File: src/rtl/fetch_pkg.sv
// Shared types and constants for the instruction fetch unit.
// Halt-word detection is enabled by defining FETCH_HALT_DETECT_EN.
package fetch_pkg;

  typedef logic [31:0] word_t;

  typedef enum logic {
    RUN    = 1'b0,
    HALTED = 1'b1
  } fetch_state_e;

  localparam word_t HALT_WORD = 32'h0;
  localparam word_t PC_STEP   = 32'd4;

  typedef struct packed {
    word_t pc;
    word_t instr;
  } fetch_entry_t;

  function automatic word_t align_pc(word_t a);
    return {a[31:2], 2'b00};
  endfunction

endpackage

File: src/rtl/instr_fetch_unit_if.sv
// Fetch-unit bus: instruction memory, redirect and decode handshake.
// The master side is the fetch unit; the slave side is its environment.
interface instr_fetch_unit_if;
  import fetch_pkg::*;

  word_t imem_addr;
  word_t imem_rdata;
  logic  redirect_valid;
  word_t redirect_pc;
  logic  instr_valid;
  logic  instr_ready;
  word_t instr;
  word_t instr_pc;
  logic  halted;

  modport master (
    output imem_addr,
    input  imem_rdata,
    input  redirect_valid,
    input  redirect_pc,
    output instr_valid,
    input  instr_ready,
    output instr,
    output instr_pc,
    output halted
  );

  modport slave (
    input  imem_addr,
    output imem_rdata,
    output redirect_valid,
    output redirect_pc,
    input  instr_valid,
    output instr_ready,
    input  instr,
    input  instr_pc,
    input  halted
  );

endinterface

File: src/rtl/fetch_buffer.sv
// Prefetch FIFO of {pc, instr} pairs; head is read straight from
// storage registers so no memory data reaches the outputs combinationally.
module fetch_buffer
  import fetch_pkg::*;
#(
  parameter int DEPTH = 2
) (
  input  logic         clk,
  input  logic         rst_n,
  input  logic         push_i,
  input  logic         pop_i,
  input  logic         flush_i,
  input  fetch_entry_t wdata_i,
  output fetch_entry_t head_o,
  output logic         full_o,
  output logic         empty_o
);

  localparam int AW = $clog2(DEPTH);

  logic [AW-1:0] wr_q, wr_d;
  logic [AW-1:0] rd_q, rd_d;
  logic [AW:0]   cnt_q, cnt_d;
  fetch_entry_t  mem_q [DEPTH];

  always_comb begin
    wr_d  = wr_q;
    rd_d  = rd_q;
    cnt_d = cnt_q;
    if (flush_i) begin
      wr_d  = '0;
      rd_d  = '0;
      cnt_d = '0;
    end else begin
      if (push_i) wr_d = wr_q + 1'b1;
      if (pop_i)  rd_d = rd_q + 1'b1;
      cnt_d = cnt_q
            + {{AW{1'b0}}, push_i}
            - {{AW{1'b0}}, pop_i};
    end
  end

  always_ff @(posedge clk or negedge rst_n) begin
    if (!rst_n) begin
      wr_q  <= '0;
      rd_q  <= '0;
      cnt_q <= '0;
    end else begin
      wr_q  <= wr_d;
      rd_q  <= rd_d;
      cnt_q <= cnt_d;
    end
  end

  // On a full push+pop the write slot is the head being popped.
  always_ff @(posedge clk or negedge rst_n) begin
    if (!rst_n) begin
      for (int i = 0; i < DEPTH; i++)
        mem_q[i] <= '0;
    end else if (push_i && !flush_i) begin
      mem_q[wr_q] <= wdata_i;
    end
  end

  assign head_o  = mem_q[rd_q];
  assign full_o  = cnt_q == (AW+1)'(DEPTH);
  assign empty_o = cnt_q == '0;

endmodule

File: src/rtl/instr_fetch_unit.sv
// Fetch initiator: PC, RUN/HALTED state, push/redirect control.
// Define FETCH_HALT_DETECT_EN to stop fetch on an all-zero word.
module instr_fetch_unit
  import fetch_pkg::*;
#(
  parameter word_t RESET_PC = 32'h0000_0000,
  parameter int    DEPTH    = 2
) (
  input logic clk,
  input logic rst_n,
  instr_fetch_unit_if.master bus
);

  word_t        pc_q, pc_d;
  fetch_state_e state_q, state_d;
  fetch_entry_t head, wdata;
  logic         push, pop, full, empty;
  logic         room, halt_hit;

`ifdef FETCH_HALT_DETECT_EN
  assign halt_hit = bus.imem_rdata == HALT_WORD;
`else
  assign halt_hit = 1'b0;
`endif

  assign pop  = !empty && bus.instr_ready;
  assign room = !full || pop;

  assign wdata.pc    = pc_q;
  assign wdata.instr = bus.imem_rdata;

  always_comb begin
    state_d = state_q;
    pc_d    = pc_q;
    push    = 1'b0;
    if (bus.redirect_valid) begin
      pc_d    = align_pc(bus.redirect_pc);
      state_d = RUN;
    end else begin
      unique case (state_q)
        RUN: begin
          if (room && halt_hit) begin
            state_d = HALTED;
          end else if (room) begin
            push = 1'b1;
            pc_d = pc_q + PC_STEP;
          end
        end
        HALTED: ;
        default: state_d = RUN;
      endcase
    end
  end

  always_ff @(posedge clk or negedge rst_n) begin
    if (!rst_n) begin
      pc_q    <= align_pc(RESET_PC);
      state_q <= RUN;
    end else begin
      pc_q    <= pc_d;
      state_q <= state_d;
    end
  end

  fetch_buffer #(
    .DEPTH(DEPTH)
  ) u_buf (
    .clk    (clk),
    .rst_n  (rst_n),
    .push_i (push),
    .pop_i  (pop),
    .flush_i(bus.redirect_valid),
    .wdata_i(wdata),
    .head_o (head),
    .full_o (full),
    .empty_o(empty)
  );

  assign bus.imem_addr   = pc_q;
  assign bus.instr_valid = !empty;
  assign bus.instr       = head.instr;
  assign bus.instr_pc    = head.pc;

`ifdef FETCH_HALT_DETECT_EN
  assign bus.halted = state_q == HALTED;
`else
  assign bus.halted = 1'b0;
`endif

endmodule

File: src/flat_wrapper.sv
// flat-port wrapper written by rule: the top's interface ports become plain ports
module instr_fetch_unit_flat import fetch_pkg::*;
#(
  parameter word_t RESET_PC = 32'h0000_0000,
  parameter int    DEPTH    = 2
)
  (clk, rst_n, bus_imem_addr, bus_imem_rdata, bus_redirect_valid, bus_redirect_pc, bus_instr_valid, bus_instr_ready, bus_instr, bus_instr_pc, bus_halted);
  instr_fetch_unit_if bus_i ();
  input logic clk;
  input logic rst_n;
  output wire logic [$bits(bus_i.imem_addr)-1:0] bus_imem_addr;
  input wire logic [$bits(bus_i.imem_rdata)-1:0] bus_imem_rdata;
  input wire logic [$bits(bus_i.redirect_valid)-1:0] bus_redirect_valid;
  input wire logic [$bits(bus_i.redirect_pc)-1:0] bus_redirect_pc;
  output wire logic [$bits(bus_i.instr_valid)-1:0] bus_instr_valid;
  input wire logic [$bits(bus_i.instr_ready)-1:0] bus_instr_ready;
  output wire logic [$bits(bus_i.instr)-1:0] bus_instr;
  output wire logic [$bits(bus_i.instr_pc)-1:0] bus_instr_pc;
  output wire logic [$bits(bus_i.halted)-1:0] bus_halted;
  assign bus_imem_addr = bus_i.imem_addr;
  assign bus_i.imem_rdata = bus_imem_rdata;
  assign bus_i.redirect_valid = bus_redirect_valid;
  assign bus_i.redirect_pc = bus_redirect_pc;
  assign bus_instr_valid = bus_i.instr_valid;
  assign bus_i.instr_ready = bus_instr_ready;
  assign bus_instr = bus_i.instr;
  assign bus_instr_pc = bus_i.instr_pc;
  assign bus_halted = bus_i.halted;
  instr_fetch_unit #(.RESET_PC(RESET_PC), .DEPTH(DEPTH)) u_core (.clk(clk), .rst_n(rst_n), .bus(bus_i));
endmodule
File: config.mk
export PLATFORM = sky130hd
export DESIGN_NAME = instr_fetch_unit_flat
export DESIGN_NICKNAME = d
export VERILOG_FILES = /design/src/rtl/fetch_pkg.sv /design/src/rtl/instr_fetch_unit_if.sv /design/src/rtl/fetch_buffer.sv /design/src/rtl/instr_fetch_unit.sv /design/src/flat_wrapper.sv
export SDC_FILE = /design/constraint.sdc
export NUM_CORES = 1
export LEC_CHECK = 0
export BUFFER_PORTS_ARGS = -buffer_cell sky130_fd_sc_hd__buf_2
export CORE_ASPECT_RATIO = 1.25
export CORE_UTILIZATION = 30
export DETAILED_ROUTE_END_ITERATION = 16
export GPL_ROUTABILITY_DRIVEN = 0
export PLACE_DENSITY = 0.55
export RECOVER_POWER = 25
export SLEW_MARGIN = 20
export SYNTH_ARGS = -nofsm -noshare
export SYNTH_HDL_FRONTEND = slang
export SYNTH_SLANG_ARGS = --single-unit
File: constraint.sdc
create_clock -name clk -period 6.6 [get_ports clk]
set_clock_uncertainty 0.05 [all_clocks]
set_input_delay 0.66 -clock clk [delete_from_list [all_inputs] [get_ports clk]]
set_output_delay 0.66 -clock clk [all_outputs]
set_load 0.1 [all_outputs]
# [Yosys cells after proc, flatten, opt, wreduce, memory -nomap -nowiden]
# Index checks and enable logic that the tools add are counted.
[word_totals] register_bits=165 in_bits=68 out_inout_bits=98 elab_cells=52
[classes] n_addsub=5 magnitude_cmp=3 n_eq_ne=2 mux=19 n_bitwise=2 reduce_logical=12
[ops] op="64-bit 2-to-1 mux" n=4
[ops] op="128-bit bitwise mux" n=1
[ops] op="32-bit 2-to-1 mux" n=3
[ops] op="64-bit demux with 1-bit select" n=1
[ops] op="32-bit by 3-bit adder with 32-bit output, second input constant" n=1
[ops] op="1-bit 2-to-1 mux" n=9
[ops] op="2-bit nonzero test" n=3
[ops] op="2-bit >= comparator, second input constant" n=2
[ops] op="1-bit inverter with 2-bit output" n=2
[ops] op="1-bit logical AND" n=3
[ops] op="1-bit logical NOT" n=3
[ops] op="1-bit adder, second input constant" n=2
[ops] op="2-bit by 1-bit adder with 2-bit output" n=1
[ops] op="2-bit == test, second input constant" n=1
[ops] op="2-bit logical NOT" n=1
[ops] op="2-bit by 1-bit less-than comparator with 1-bit output, second input constant" n=1
[ops] op="2-bit 2-to-1 mux" n=1
[ops] op="2-bit != test, second input constant" n=1
[ops] op="2-bit AND reduction" n=1
[ops] op="2-bit by 1-bit subtractor with 2-bit output" n=1
[ops] op="1-bit logical OR" n=1

# [Logic depth before layout (Yosys ltp)]
[logic_depth] ltp_word=10 ltp_mapped=8 ltp_nobuf=7

# [Hierarchy]
# From an unflattened synthesis, not the netlist that was laid out.
[unflattened] cells_unflattened=590 hier_area_um2=7998.9
[by_module_without_submodules] mod="fetch_buffer" n_inst=1 cells_per_inst=360 area_each_um2=6058.3 seq_area_each_um2=3303.2
[by_module_without_submodules] mod="instr_fetch_unit" n_inst=1 cells_per_inst=230 area_each_um2=1940.6 seq_area_each_um2=750.7

# [Worst setup path after synthesis]
# No wires, ideal clock.
[synth_timing] path_type="flip-flop to flip-flop" startpoint="register u_core.pc_q[18], in the netlist u_core.bus.imem_addr[18]" endpoint="register u_core.pc_q[31], in the netlist u_core.bus.imem_addr[31]" setup_ns=0.124 arrival_time_ns=2.716 required_time_ns=6.426 slack_ns=3.710 stages_incl_launch_ff=7 n_path_buf=1 synth_period_minus_slack_ns=2.890 cell_sequence="dfrtp_1 -> buf_4 -> nand4_1 -> or4_4 -> or3_4 -> o31a_1 -> o31a_1"
[synth_via] elab_chain_cells=4
[synth_lines] element="start, declared" line_no="instr_fetch_unit.sv:14" rtl="word_t pc_q, pc_d;"
[synth_lines] element="start signal, assigned" line_no="instr_fetch_unit.sv:57" rtl="pc_q <= align_pc(RESET_PC);"
[synth_lines] element="start signal, assigned" line_no="instr_fetch_unit.sv:60" rtl="pc_q <= pc_d;"
[synth_lines] element="32-bit by 3-bit adder with 32-bit output" line_no="instr_fetch_unit.sv:46" rtl="pc_d = pc_q + PC_STEP;"
[synth_lines] element="32-bit 2-to-1 mux" line_no="instr_fetch_unit.sv:44" rtl="end else if (room) begin"
[synth_lines] element="32-bit 2-to-1 mux" line_no="instr_fetch_unit.sv:40" rtl="unique case (state_q)"
[synth_lines] element="32-bit 2-to-1 mux" line_no="instr_fetch_unit.sv:36" rtl="if (bus.redirect_valid) begin"
# No other way between the ends. The select of a mux whose other input is x is not followed.
# A chain may end at the register's enable or synchronous reset.

# [Final worst setup path]
[layout_timing] startpoint="input bus_redirect_valid" endpoint="register u_core.u_buf.mem_q[71] in the netlist's numbering"
[layout_via] elab_chain_cells=2 word_cells_on_any_way=3 cone_classes="mux (1); reduce/logical (2)"
[layout_lines] element="start, declared" line_no="flat_wrapper.sv:13" rtl="input wire logic [$bits(bus_i.redirect_valid)-1:0] bus_redirect_valid;"
[layout_lines] element="1-bit 2-to-1 mux / 1-bit logical NOT (equally long branches)" line_no="instr_fetch_unit.sv:36, fetch_buffer.sv:60"
[layout_lines] element="1-bit logical AND *" line_no="fetch_buffer.sv:60" rtl="end else if (push_i && !flush_i) begin"
[layout_lines] element="end signal, assigned by index" line_no="fetch_buffer.sv:61" rtl="mem_q[wr_q] <= wdata_i;"
[layout_lines] element="end, declared" line_no="fetch_buffer.sv:24" rtl="fetch_entry_t mem_q [DEPTH];"
# Every way passes the cells marked *; elsewhere a longest branch is shown, timed or not.

==> reports/qor.csv <==
stage,metric,value,unit
sta,max_freq,329.3,MHz
clock_tree,cts_hold_buf,0,
worst_hold_path,hp-class,primary input to asynchronous set/reset pin,
floorplanning,dieArea,0.02501,mm²
clock_tree,cts.sinks,158,
floorplanning,core-area,0.02381,mm²
sta,setup_violations,0,
synthesis,synth_cell_types,34,
worst_setup_path,critical_path_class,primary input to flop,
global_route,grt_max_degree,96,
route,routed_wl,16520,µm
synthesis,yosys-top-cells-area,"dfrtp_1 (54%), mux2_2 (29%), xnor2_1 (3.0%), nand2_1 (2.1%), o21ai_0 (1.9%)",
clock_tree,clock_latency,0.43,ns
sta,rsz0062_at_grt,false,
sta,slew_headroom,26.92,%
global_route,grt_pass1_wl,26400,µm
clock_tree,cts_tree,done,
worst_setup_path,cp.arrival,3.30,ns
synthesis,ys_seq_area_share,54.05,%
run_status,status,"finished, final reports clean",
synthesis,synth_area_per_cell,13.18,µm²
final_layout,layout_commonest_cell,mux2_2,
worst_setup_path,cp-end-kind,flop,
sta,fin_crit,3.037,ns
floorplanning,num_rows,63,
worst_setup_path,required,6.86,ns
worst_setup_path,crit_path_top_delay_cell,nor2_4,
sta,hold_slack,0.2471,ns
place,dp.cells,1009,
global_route,grt_pass1_vias,4826,
worst_setup_path,worstPathMaxFanout,64,
clock_tree,cts_buffer_depth,2,
place,port_buffers,158,
sta,tns,0,ns
worst_setup_path,path_buf_inv,3,
final_layout,n_antenna_cell,0,
final_layout,fill_cells,2399,
worst_setup_path,cp_common_cell,buf_4,
route,vias,4731,
final_layout,drive_above_1_share,54.55,%
route,avgViaCountPerCell,4.549,
sta,hold_violations,0,
floorplanning,die_w,141.7,µm
worst_setup_path,crit_family,simple AND/OR/NAND/NOR gates,
route,ant_nets,0,
synthesis,syn_inst,555,
sta,finalCritPeriodShare,46.01,%
clock_tree,htreeDepth,4,
final_layout,fin_nets,775,
synthesis,synth_warnings,0,
global_route,grt_usage,13.86,%
clock_tree,clkSlewWorstSetupHoldPaths,0.06,ns
worst_setup_path,critPathMaxStageDelay,0.84,ns
clock_tree,post_cts_buffers,0,
synthesis,synth_top_cell_area_share,54.05,%
final_layout,area_growth,23.49,%
route,dr.first_iter.drc_count,176,
global_route,grt-ovfl-total,0,
final_layout,final_cell_mix,"mux2_2 (187), buf_2 (157), dfrtp_1 (157)",
synthesis,synth_area_leader_cell,dfrtp_1,
clock_tree,cts_inserted_buffers,17,
route,post_drt_wl_per_cell,15.89,µm
clock_tree,cts.root.buffer_cell,clkbuf_16,
final_layout,layout.cells.non_filler,1040,
floorplanning,die_y,176.6,µm
sta,worst_pin_slew,1.094,ns
floorplanning,ios,166,
worst_setup_path,worstPathCellList,buf_2 -> buf_4 -> or2_2 -> nor2_4 -> buf_4 -> mux2_2,
global_route,grt_antenna_before_repair,2,
synthesis,synth_area,0.007315,mm²
floorplanning,start_util,30.73,%
place,detailed_place_hpwl,10600,µm
route,dr.pass1.iters,4,
sta,drv_slew,0,
route,drcViolationCount,0,
job,drv_cap,0,
worst_setup_path,crit_path_start_kind,primary input,
clock_tree,ctsResizeCount,0,
synthesis,synth.ff_latch_count,158,
[routing by layer]
layer | global-route usage, % | vias to the layer above | wire length [µm]
met4 | 4.839 | 4 | 233
met3 | 4.394 | 26 | 891
met1 | 16.96 | 2343 | 7285
li1 | - | 2250 | -
met2 | 22.91 | 108 | 8086
met5 | 0 | - | 26
[per-stage QoR]
step | util [%] | area, µm² | setup WS (ns)
floorplan | - | 7330 | 3.710
global placement | 35.21 | 8382 | 3.045
detailed placement | 35.21 | 8382 | 3.008
CTS | 37.87 | 9016 | 3.482
global route | 37.94 | 9032 | 3.418
finish | 37.94 | 9032 | 3.563
[Yosys cell counts]
library cell	count
nand3_1	4
conb_1	1
nand3_2	1
inv_1	7
nor3_1	5
or3_4	1
nand2_1	41
buf_6	1
mux2i_1	1
dfrtp_1	158
nand4_2	1
and4_2	1
buf_2	14
buf_4	7
or2b_1	1
nor3b_4	1
clkbuf_8	1
and2_1	3
and4_1	2
or4_4	2
nor4_1	14
nor2_1	9
xnor2_1	25
o31a_1	2
nand4_1	8
ha_1	3
or2_2	2
o21ai_0	28
nand4bb_1	1
clkbuf_1	14
nor2b_1	1
xor2_1	7
or4b_1	1
mux2_2	187
[path summary, 6_finish.rpt]
path / end / depth (start not counted) / start / slack (ns)
worst max register to register: u_core.u_buf.mem_q[71] / 5 / u_core.u_buf.cnt_q[1] / 3.59
max in group asynchronous: u_core.u_buf.mem_q[71] / 2 / rst_n / 4.79
min in group clk: u_core.bus.imem_addr[9] / 3 / bus_redirect_pc[9] / 0.39
worst max-delay path: u_core.u_buf.mem_q[71] / 6 / bus_redirect_valid / 3.56
worst min-delay path: u_core.u_buf.mem_q[9] / 1 / rst_n / 0.25
worst min register to register: u_core.u_buf.mem_q[27] / 1 / u_core.u_buf.mem_q[27] / 0.45
[flip-flops by register name, summed over array words and instances (netlist names)]
name and flops:
u_core.u_buf.wr_q 1, u_core.bus.imem_addr 30, u_core.u_buf.mem_q 124, u_core.u_buf.rd_q 1
u_core.u_buf.cnt_q 2
[final cells by class]
class	count	area, µm²	share of cell area, %
flip-flops and latches	158	3958	43.81
clock inverters	11	191.4	2.119
inverters	7	26.28	0.2909
repair buffers	163	854.6	9.461
multi-input cells	357	3153	34.91
well taps	325	406.6	4.502
clock buffers	19	442.9	4.904
[logic make-up (layout without fill, tap and decap cells)]
logic type	count (synthesis)	after routing	share of synthesized area, %
adder cells (fa/ha/maj)	3	3	0.5132
multiplexers	188	188	28.93
other	1	5	0.05127
flip-flops	158	158	54.05
buffers and inverters	44	200	3.096
AO/OA/AOI/OAI	30	30	2.155
AND/OR/NAND/NOR	99	99	7.373
XOR/XNOR	32	32	3.832
Power is not shown: default switching activity piles up to over one toggle a cycle in this logic, so the estimate is an artifact.
